`src/rtl/fetch_stage.sv`:
```
// Instruction-fetch stage: owns the PC, issues in-order word requests to imem,
// buffers returned words and presents one instruction per cycle to decode.
module fetch_stage #(
  parameter int                   WORD_SIZE = 32,
  parameter logic [WORD_SIZE-1:0] RESET_PC  = '0,
  parameter int                   BUF_DEPTH = 2
) (
  input  logic                 clock,
  input  logic                 reset,
  output logic                 imem_req_valid,
  input  logic                 imem_req_ready,
  output logic [WORD_SIZE-1:0] imem_req_addr,
  input  logic                 imem_resp_valid,
  input  logic [WORD_SIZE-1:0] imem_resp_data,
  input  logic                 redirect_valid,
  input  logic [WORD_SIZE-1:0] redirect_pc,
  input  logic                 stall,
  output logic [WORD_SIZE-1:0] instruction,
  output logic [WORD_SIZE-1:0] instruction_pc,
  output logic                 instruction_valid
);
  localparam int PW = $clog2(BUF_DEPTH);
  localparam int CW = PW + 1;
  localparam logic [CW:0]          DEPTH_C = (CW+1)'(BUF_DEPTH);
  localparam logic [WORD_SIZE-1:0] NOP     = WORD_SIZE'(32'h0000_0013);

  typedef enum logic [1:0] {BOOT, RUN, DRAIN} state_t;
  typedef struct packed {
    logic [WORD_SIZE-1:0] data;
    logic [WORD_SIZE-1:0] pc;
  } entry_t;

  state_t               state, state_nxt;
  logic [WORD_SIZE-1:0] pc;
  logic [CW-1:0]        drop_count, drop_nxt;

  // instruction buffer (word + pc) and per-request pc queue; the pc queue
  // holds exactly the live (non-dropped) outstanding requests
  entry_t               ibuf [BUF_DEPTH];
  logic [PW-1:0]        ib_head, ib_tail;
  logic [CW-1:0]        ib_cnt;
  logic [WORD_SIZE-1:0] pcq  [BUF_DEPTH];
  logic [PW-1:0]        pq_head, pq_tail;
  logic [CW-1:0]        outstanding;

  logic        accept, pop, resp_live, resp_drop;
  logic [CW:0] used;
  entry_t      head;

  assign head              = ibuf[ib_head];
  assign instruction_valid = (ib_cnt != '0);
  assign instruction       = instruction_valid ? head.data : NOP;
  assign instruction_pc    = instruction_valid ? head.pc   : '0;
  assign pop               = instruction_valid && !stall;

  // a slot freed by this cycle's pop is reusable, so back-to-back fetch
  // sustains one word per cycle with only two credits
  assign used           = {1'b0, outstanding} + {1'b0, ib_cnt} - (CW+1)'(pop);
  assign imem_req_valid = (state == RUN) && (used < DEPTH_C);
  assign imem_req_addr  = pc;
  assign accept         = imem_req_valid && imem_req_ready;

  // responses with nothing live outstanding (e.g. issued before reset) are ignored
  assign resp_drop = imem_resp_valid && (drop_count != '0);
  assign resp_live = imem_resp_valid && (drop_count == '0) && (outstanding != '0);

  always_comb begin
    state_nxt = state;
    drop_nxt  = drop_count;
    if (resp_drop) drop_nxt = drop_count - CW'(1);
    case (state)
      BOOT:    state_nxt = RUN;
      RUN:     state_nxt = RUN;
      DRAIN:   if (drop_nxt == '0) state_nxt = RUN;
      default: state_nxt = BOOT;
    endcase
    if (redirect_valid) begin
      // everything still in flight after this edge must be discarded
      drop_nxt  = drop_count + outstanding + CW'(accept) - CW'(resp_drop) - CW'(resp_live);
      state_nxt = (drop_nxt != '0) ? DRAIN : RUN;
    end
  end

  always_ff @(posedge clock) begin
    if (reset) begin
      state       <= BOOT;
      pc          <= RESET_PC;
      drop_count  <= '0;
      ib_head     <= '0;
      ib_tail     <= '0;
      ib_cnt      <= '0;
      pq_head     <= '0;
      pq_tail     <= '0;
      outstanding <= '0;
    end else begin
      state      <= state_nxt;
      drop_count <= drop_nxt;
      if (redirect_valid) begin
        pc          <= redirect_pc & ~WORD_SIZE'(3);
        ib_head     <= '0;
        ib_tail     <= '0;
        ib_cnt      <= '0;
        pq_head     <= '0;
        pq_tail     <= '0;
        outstanding <= '0;
      end else begin
        if (accept) begin
          pc      <= pc + WORD_SIZE'(4);
          pq_tail <= pq_tail + PW'(1);
        end
        if (resp_live) begin
          ib_tail <= ib_tail + PW'(1);
          pq_head <= pq_head + PW'(1);
        end
        if (pop) ib_head <= ib_head + PW'(1);
        ib_cnt      <= ib_cnt + CW'(resp_live) - CW'(pop);
        outstanding <= outstanding + CW'(accept) - CW'(resp_live);
      end
    end
  end

  // storage arrays need no reset; validity is tracked by the counters above
  always_ff @(posedge clock) begin
    if (accept)    pcq[pq_tail]  <= pc;
    if (resp_live) ibuf[ib_tail] <= '{data: imem_resp_data, pc: pcq[pq_head]};
  end

endmodule

```
`config.mk`:
```
export PLATFORM = sky130hd
export DESIGN_NAME = fetch_stage
export DESIGN_NICKNAME = d
export VERILOG_FILES = /design/src/rtl/fetch_stage.sv
export SDC_FILE = /design/constraint.sdc
export NUM_CORES = 1
export LEC_CHECK = 0
export BUFFER_PORTS_ARGS = -buffer_cell sky130_fd_sc_hd__buf_2
export CORE_UTILIZATION = 50
export CTS_CLUSTER_DIAMETER = 200
export DETAILED_ROUTE_END_ITERATION = 6
export PLACE_DENSITY = 0.73
export SETUP_SLACK_MARGIN = 0.3
export SYNTH_ARGS = -nofsm -noshare
export SYNTH_HDL_FRONTEND = slang
export SYNTH_SLANG_ARGS = --single-unit
```
`constraint.sdc`:
```
create_clock -name clock -period 10.2 [get_ports clock]
set_input_delay 0 -clock clock [delete_from_list [all_inputs] [get_ports clock]]
set_output_delay 0 -clock clock [all_outputs]
set_load 0.005 [all_outputs]
```
==> qor.log, run 1 <==
INFO  floorplanning  design.portCount=168
INFO  sta            finClkSkew=0.0144ns
INFO  grt            largest_net_degree_at_the_start_of_global_routing=63
INFO  floorplanning  overall_die_height=139microns
INFO  sta            rsz0062_at_grt=false
INFO  critical_path  critPathMaxStageDelay=0.57ns
INFO  cells_and_area final_layout_size_suffix_gt1_share=27.9%
INFO  yosys          avg_inst_size_synth=14.2squm
INFO  routing        route.detailed.vias_per_inst=5.29
INFO  critical_path  critical_path.top_delay_family=adder cells
INFO  cts            worst_setup_hold_path_clk_slew=0.06ns
INFO  routing        drtAntennaViolNets=0
INFO  cts            clk_path_buf_depth=3
INFO  critical_path  path_common_cell=sky130_fd_sc_hd__fa_1
INFO  critical_path  critical_path.startpoint_type=register
INFO  critical_path  crit_slowest_cell=sky130_fd_sc_hd__fa_1
INFO  cells_and_area antenna_cells=0
INFO  sta            fmax=0.287GHz
INFO  yosys          synth_common_cells=sky130_fd_sc_hd__edfxtp_1, sky130_fd_sc_hd__nor2_1, sky130_fd_sc_hd__mux2i_1
INFO  sta            drv_slew=0
INFO  yosys          number_of_cells_produced_by_synthesis=663
INFO  placement      place_ws=6.77ns
INFO  placement      routability_congestion_estimate=0.815
INFO  floorplanning  die_x=139microns
INFO  critical_path  end_kind=register
INFO  power_and_ir_drop total_power=1.96mW
INFO  yosys          netlist-cell-type-count=49
INFO  cts            count_of_clock_tree_sinks=228
INFO  floorplanning  dieArea=19400squm
INFO  sta            max_slew_margin=24.2%
INFO  cells_and_area area_growth_syn_to_layout=25.7%
INFO  sta            finalHoldViolations=0
INFO  cts            cts.htree.levels=1
INFO  routing        detailedRoute.firstPassIterationCount=7
INFO  yosys          synth_largest_type_area_fraction=58.7%
INFO  cts            cts_inserted_buffers=23
INFO  grt            globalRouteOverflowTotal=0
INFO  critical_path  critical_path_buf_inv_count=1
INFO  sta            final_period_util=34.1%
INFO  routing        detailedRoute.firstIterationViolations=331
INFO  power_and_ir_drop peakVddDrop=0.162mV
INFO  yosys          complex_gate_fraction_of_the_synthesized_area=3.04%
INFO  cts            cts_setup_buffers=0
INFO  sta            postLayoutSetupSlackWorst=6.72ns
INFO  cells_and_area final_nets=975
INFO  outcome        status=finished, violations left
INFO  sta            least_margin_pin_slew=1.14ns
INFO  critical_path  r2r.worst_path.cells=10
INFO  yosys          synth_warnings=0
INFO  critical_path  required=10.61ns
INFO  critical_path  critical_path_cell_count=10
INFO  yosys          yosys.area_share.xor_xnor=3.36%
INFO  routing        routed_wire_length_per_instance=17.2microns
INFO  placement      dp.cells=1030
INFO  routing        dr_total_vias=6033
INFO  grt            initial_antenna_violation_count=0
INFO  cts            clk_root_buffer_cell=sky130_fd_sc_hd__clkbuf_16
INFO  placement      place.detailed.hpwl=12100microns
INFO  yosys          synthAdderAreaFrac=1.65%
INFO  yosys          async_reset_ff_share=0%
INFO  run            cap_viol_max_count=0
INFO  critical_path  cp_cell_sequence=inv_1 -> ha_1 -> fa_1 -> and4b_1 -> nand2_1 -> fa_1 -> xor2_1 -> xnor2_1 -> o22a_1 -> a311oi_1
INFO  grt            first_global_vias=6186
INFO  yosys          ys_ff_latch=228
INFO  yosys          netlist_top_cells_area=sky130_fd_sc_hd__edfxtp_1, sky130_fd_sc_hd__dfxtp_1, sky130_fd_sc_hd__mux2i_1, sky130_fd_sc_hd__nor2_1, sky130_fd_sc_hd__mux2_2
INFO  critical_path  worst-path-max-fanout=8
INFO  floorplanning  placeableCoreArea=18200squm
INFO  placement      port_buffers=161
INFO  yosys          post_synth_and_or_nand_nor_area_fraction=11.3%
INFO  sta            finalSetupTns=0ns
INFO  floorplanning  floorplan.initialDensity=51.7%
INFO  cells_and_area finalNonFillerCells=1140
INFO  critical_path  worst-setup-path-type=register to register
INFO  cts            worstSkewPairLatency=0.50ns
INFO  outcome        failed_checks=DRC
INFO  routing        drc=16
INFO  yosys          post_synth_mux_area_share=10.4%
INFO  cts            cts_tree=done
INFO  yosys          ys_seq_area_share=68.0%
INFO  yosys          synthFlopType=sky130_fd_sc_hd__edfxtp_1
INFO  sta            post-route-min-period=3.48ns
INFO  yosys          mappedNetlistArea=9420squm
INFO  yosys          post_synth_edffs=184
INFO  yosys          synth.largest_area_cell=sky130_fd_sc_hd__edfxtp_1
INFO  worst_hold_path min-delay-path-class=input port to register
INFO  grt            grt_first_pass_wirelength=30900microns
INFO  floorplanning  row_count=49
INFO  yosys          main_combinational_cell_family_by_area_after_synthesis=simple AND/OR/NAND/NOR gates
INFO  routing        wirelength=19600microns
INFO  yosys          synthMostInstantiatedCell=sky130_fd_sc_hd__edfxtp_1
INFO  power_and_ir_drop p_leak=4.28nW
INFO  worst_hold_path worst_hold_path.num_cells=2
INFO  sta            setup_viol=0
INFO  critical_path  worst_ep_arrival_time=3.89ns
INFO  grt            grt_use_total=20.2%
INFO  power_and_ir_drop pwr_density_cell=166nW/um^2
[per-stage QoR]
step | utilization [%] | instance area, sq um | hold WS [ns]
2_1_floorplan | - | 9430 | 0.0989
3_5_place_dp | 57.5 | 10500 | 0.192
5_1_grt | 65.0 | 11800 | 0.0798
4_1_cts | 65.0 | 11800 | 0.0371
6_report | 65.0 | 11800 | 0.0681
3_3_place_gp | 57.5 | 10500 | 0.188
[sequential cells by signal (all words and copies together), names as in the netlist, named ones only]
| signal | flops |
|---|---|
| drop_count | 2 |
| ib_cnt | 2 |
| ib_head | 1 |
| ib_tail | 1 |
| ibuf | 124 |
| imem_req_addr | 30 |
| outstanding | 2 |
| pcq | 60 |
| pq_head | 1 |
| pq_tail | 1 |
| state | 2 |
[logic make-up after synthesis]
group,Yosys count
AO/OA/AOI/OAI,41
adder cells (fa/ha/maj),10
AND/OR/NAND/NOR,206
other,1
multiplexers,94
flip-flops,228
buffers and inverters,49
XOR/XNOR,34
[report_power, final]
part           switching [mW]  leakage, nW  internal (mW)
sequential             0.0240         2.04           1.04
clock                   0.325        0.330          0.437
combinational          0.0705         1.91         0.0706
total                   0.419         4.28           1.54
[cells in the final DEF, fill, tap and decap left out, types with 8 or more instances in the layout]
cell type,netlist,layout
sky130_fd_sc_hd__buf_4,4,8
sky130_fd_sc_hd__clkbuf_16,0,23
sky130_fd_sc_hd__nor3_1,11,11
sky130_fd_sc_hd__and3_1,8,8
sky130_fd_sc_hd__a211oi_1,13,13
sky130_fd_sc_hd__buf_2,1,161
sky130_fd_sc_hd__nand4_1,8,8
sky130_fd_sc_hd__mux2_2,31,31
sky130_fd_sc_hd__inv_1,15,15
sky130_fd_sc_hd__dfxtp_1,44,43
sky130_fd_sc_hd__edfxtp_1,184,184
sky130_fd_sc_hd__clkinv_1,0,9
sky130_fd_sc_hd__dlygate4sd3_1,0,69
sky130_fd_sc_hd__nor2_1,100,95
sky130_fd_sc_hd__mux2i_1,63,63
sky130_fd_sc_hd__a21oi_1,9,9
sky130_fd_sc_hd__nand2_1,28,28
sky130_fd_sc_hd__xnor2_1,29,29
sky130_fd_sc_hd__nand3_1,11,11
[final timing paths]
kind | start | end | slack [ns]
max | ib_cnt[1] | state[0] | 6.72
min | reset | state[1] | 0.07
max reg2reg | ib_cnt[1] | state[0] | 6.72
min reg2reg | state[1] | state[0] | 0.49
[final cells by class]
cell class / count / area [sq um]
inverter: 15 / 56.3
clock inverter: 16 / 106
multi-input combinational: 389 / 2850
tap: 229 / 287
timing repair buffer: 238 / 1560
fill: 1302 / 6360
sequential: 228 / 6410
clock buffer: 25 / 583
[per-layer routing]
layer	GRT usage (%)	up-vias	part of all wire, %
met5	0	-	0
met4	6.20	0	1.8
met3	3.06	29	5.1
met2	37.3	192	52
met1	24.2	2918	41
li1	-	2894	-
[repair_timing]
item,in CTS,in global routing
resized for setup,0,0
hold buffers,69,0
endpoints found under the hold margin,98,0
Power figures use the tool's default switching activity.
==> run 2, diff against run 1 <==
clock period = 3.5 ns   (was 10.2 ns; I/O delays follow)
==> qor.log, run 2 (synthesized netlist as in run 1, its figures left out) <==
INFO  outcome        status=finished, violations left [unchanged]
INFO  outcome        failed_checks=DRC [unchanged]
INFO  routing        route.detailed.vias_per_inst=5.28 [was 5.29]
INFO  sta            fmax=0.329GHz [was 0.287 GHz]
INFO  routing        drtAntennaViolNets=0 [unchanged]
INFO  power_and_ir_drop total_switching_power=1.24mW [was 0.419 mW]
INFO  critical_path  worst-setup-path-type=register to register [unchanged]
INFO  cts            count_of_clock_tree_sinks=228 [unchanged]
INFO  sta            finalHoldViolations=0 [unchanged]
INFO  power_and_ir_drop cell_internal_pwr=4.66mW [was 1.54 mW]
INFO  power_and_ir_drop swShare=21.0% [was 21.4%]
INFO  critical_path  critical_path_buf_inv_count=2 [was 1]
INFO  routing        top_layer_used=met4 [unchanged]
INFO  cells_and_area mostFrequentLayoutCell=sky130_fd_sc_hd__edfxtp_1 [unchanged]
INFO  cells_and_area final_nets=980 [was 975]
INFO  cts            clk_path_buf_depth=3 [unchanged]
INFO  sta            post-route-min-period=3.04ns [was 3.48 ns]
INFO  grt            grt_first_pass_wirelength=30800microns [was 30900 microns]
INFO  sta            final_period_util=86.7% [was 34.1%]
INFO  routing        routed_wire_length_per_instance=16.9microns [was 17.2 microns]
INFO  sta            drv_slew=0 [unchanged]
INFO  placement      placedInstanceArea=10500squm [about the same]
INFO  floorplanning  placeableCoreArea=18200squm [unchanged]
INFO  cts            cts_inserted_buffers=23 [unchanged]
INFO  cells_and_area final.fill_count=1295 [was 1302]
INFO  placement      dp.cells=1032 [was 1030]
INFO  routing        wirelength=19400microns [was 19600 microns]
INFO  critical_path  required=3.89ns [was 10.61 ns]
INFO  critical_path  worst_ep_arrival_time=3.43ns [was 3.89 ns]
INFO  routing        met2WireLength=9910microns [was 10100 microns]
INFO  placement      port_buffers=161 [unchanged]
INFO  cts            cts_tree=done [unchanged]
INFO  sta            setup_viol=0 [unchanged]
INFO  critical_path  crit_slowest_cell=sky130_fd_sc_hd__fa_1 [unchanged]
INFO  cts            worst_setup_hold_path_clk_slew=0.06ns [about the same]
INFO  placement      place_ws=0.419ns [was 6.77 ns]
INFO  critical_path  path_common_cell=sky130_fd_sc_hd__fa_1 [unchanged]
INFO  sta            least_margin_pin_slew=1.09ns [was 1.14 ns]
INFO  cells_and_area area_growth_syn_to_layout=26.9% [was 25.7%]
INFO  critical_path  end_kind=register [unchanged]
INFO  sta            finClkSkew=0.0170ns [was 0.0144 ns]
INFO  cells_and_area combined_area_of_the_multi_input_logic_cells=2860squm [was 2850 sq um]
INFO  sta            max_slew_margin=27.2% [was 24.2%]
INFO  cts            cts.htree.levels=1 [unchanged]
INFO  routing        drc=17 [was 16]
INFO  cts            worstSkewPairLatency=0.50ns [about the same]
INFO  floorplanning  design.portCount=168 [unchanged]
INFO  placement      place.detailed.hpwl=12100microns [about the same]
INFO  grt            initial_antenna_violation_count=0 [unchanged]
INFO  power_and_ir_drop pwr_density_cell=493nW/um^2 [was 166 nW/um^2]
INFO  cells_and_area largest_register_ff_count=124 [unchanged]
INFO  power_and_ir_drop peakVddDrop=0.290mV [was 0.162 mV]
INFO  cells_and_area footprint_of_the_flip_flops_and_latches=6410squm [unchanged]
INFO  grt            grt_use_total=20.2% [about the same]
INFO  cells_and_area largest-register=ibuf [unchanged]
INFO  routing        detail_route.wirelength.met1=7950microns [was 8140 microns]
INFO  floorplanning  dieArea=19400squm [unchanged]
INFO  power_and_ir_drop power.clock.fraction=40.6% [was 38.8%]
INFO  power_and_ir_drop pwr-share-seq=52.4% [was 54.0%]
INFO  cells_and_area finalNonFillerCells=1146 [was 1140]
INFO  critical_path  critPathMaxStageDelay=0.53ns [was 0.57 ns]
INFO  routing        dr_total_vias=6049 [was 6033]
INFO  sta            rsz0062_at_grt=false [unchanged]
INFO  grt            first_global_vias=6169 [was 6186]
INFO  critical_path  worst-path-max-fanout=3 [was 8]
INFO  run            cap_viol_max_count=0 [unchanged]
INFO  grt            largest_net_degree_at_the_start_of_global_routing=63 [unchanged]
INFO  routing        met3_length=1030microns [was 1000 microns]
INFO  cells_and_area final_layout_size_suffix_gt1_share=28.8% [was 27.9%]
INFO  placement      routability_congestion_estimate=0.798 [was 0.815]
INFO  cells_and_area design_area=12000squm [was 11800 sq um]
INFO  cts            clk_root_buffer_cell=sky130_fd_sc_hd__clkbuf_16 [unchanged]
INFO  grt            globalRouteOverflowTotal=0 [unchanged]
INFO  routing        detailedRoute.firstPassIterationCount=7 [unchanged]
INFO  floorplanning  row_count=49 [unchanged]
INFO  sta            postLayoutSetupSlackWorst=0.464ns [was 6.72 ns]
INFO  critical_path  cp_cell_sequence=inv_1 -> ha_1 -> o211ai_1 -> inv_1 -> fa_1 -> fa_1 -> fa_1 -> xor2_1 -> xnor2_1 -> o22a_1 -> a311oi_1 [was inv_1 -> ha_1 -> fa_1 -> and4b_1 -> nand2_1 -> fa_1 -> xor2_1 -> xnor2_1 -> o22a_1 -> a311oi_1]
INFO  routing        detailedRoute.firstIterationViolations=349 [was 331]
INFO  floorplanning  overall_die_height=139microns [unchanged]
INFO  power_and_ir_drop pwr-share-comb=7.0% [was 7.2%]
INFO  critical_path  critical_path.startpoint_type=register [unchanged]
INFO  critical_path  critical_path.top_delay_family=adder cells [unchanged]
INFO  power_and_ir_drop p_leak=4.34nW [was 4.28 nW]
INFO  cells_and_area antenna_cells=0 [unchanged]
INFO  floorplanning  die_x=139microns [unchanged]
INFO  cells_and_area final_core_util=65.7% [was 65.0%]
INFO  worst_hold_path min-delay-path-class=input port to register [unchanged]
INFO  floorplanning  floorplan.initialDensity=51.7% [unchanged]
INFO  cells_and_area layout.cells.most_common_list=sky130_fd_sc_hd__edfxtp_1, sky130_fd_sc_hd__buf_2, sky130_fd_sc_hd__nor2_1, sky130_fd_sc_hd__dlygate4sd3_1, sky130_fd_sc_hd__mux2i_1 [unchanged]
[run 2: cell types whose count changed in the layout (fill, tap and decap cells not counted), sizes merged]
cell      before  now
buf          169  174
clkinv        13    8
bufinv         1    3
clkbuf        25   27
clkinvlp       2    3
inv           15   16
[run 2: tightest hold or removal path, cell delays in order]
cell,delay (ns)
sky130_fd_sc_hd__buf_2,0.25
sky130_fd_sc_hd__nor2b_1,0.16
sky130_fd_sc_hd__a2111oi_1,0.08
[run 2: power groups by stage]
stage | Clock (mW) | Combinational (mW) | Sequential (mW)
after CTS | 2.45 | 0.414 | 3.09
after detailed placement | 0 | 0.351 | 3.14
after floorplan | 0 | 0.219 | 3.12
after global placement | 0 | 0.340 | 3.14
after global routing | 2.54 | 0.460 | 3.10
final | 2.39 | 0.415 | 3.09
[run 2: routing by layer]
layer	vias up	global-route usage, %
met1	2917	24.3
met4	0	7.84
met5	-	0
met2	186	36.6
met3	42	2.99
li1	2904	-
[run 2: final cells by class]
cell class	count	share of cell area, %
clock buffers	27	4.94
inverters	15	0.471
multi-input cells	389	23.9
repair buffers	243	13.3
flip-flops and latches	228	53.6
clock inverters	15	1.32
well taps	229	2.40
[run 2: stage by stage]
| step | hold slack, ns | setup TNS [ns] | total power [mW] |
|---|---|---|---|
| final | 0.0481 | 0 | 5.90 |
| after floorplan | 0.0989 | -60.00 | 3.34 |
| after detailed placement | 0.191 | 0 | 3.50 |
| after global routing | 0.0792 | 0 | 6.10 |
| after CTS | 0.0281 | 0 | 5.95 |
| after global placement | 0.188 | 0 | 3.48 |
[run 2: repair_timing]
item	in CTS	in global routing
hold buffers	69	0
buffers inserted	0	3
endpoints found under the hold margin	98	0
gates resized for setup	0	2
endpoints found under the setup margin	0	4
[run 2: path summary, 6_finish.rpt]
kind                        from           endpoint  slack (ns)  cells past startpoint
setup reg to reg   drop_count[0]           state[0]        0.46                     11
hold / removal    redirect_valid  imem_req_addr[22]        0.05                      3
setup / recovery   drop_count[0]           state[0]        0.46                     11
hold reg to reg         state[1]           state[0]        0.52                      1
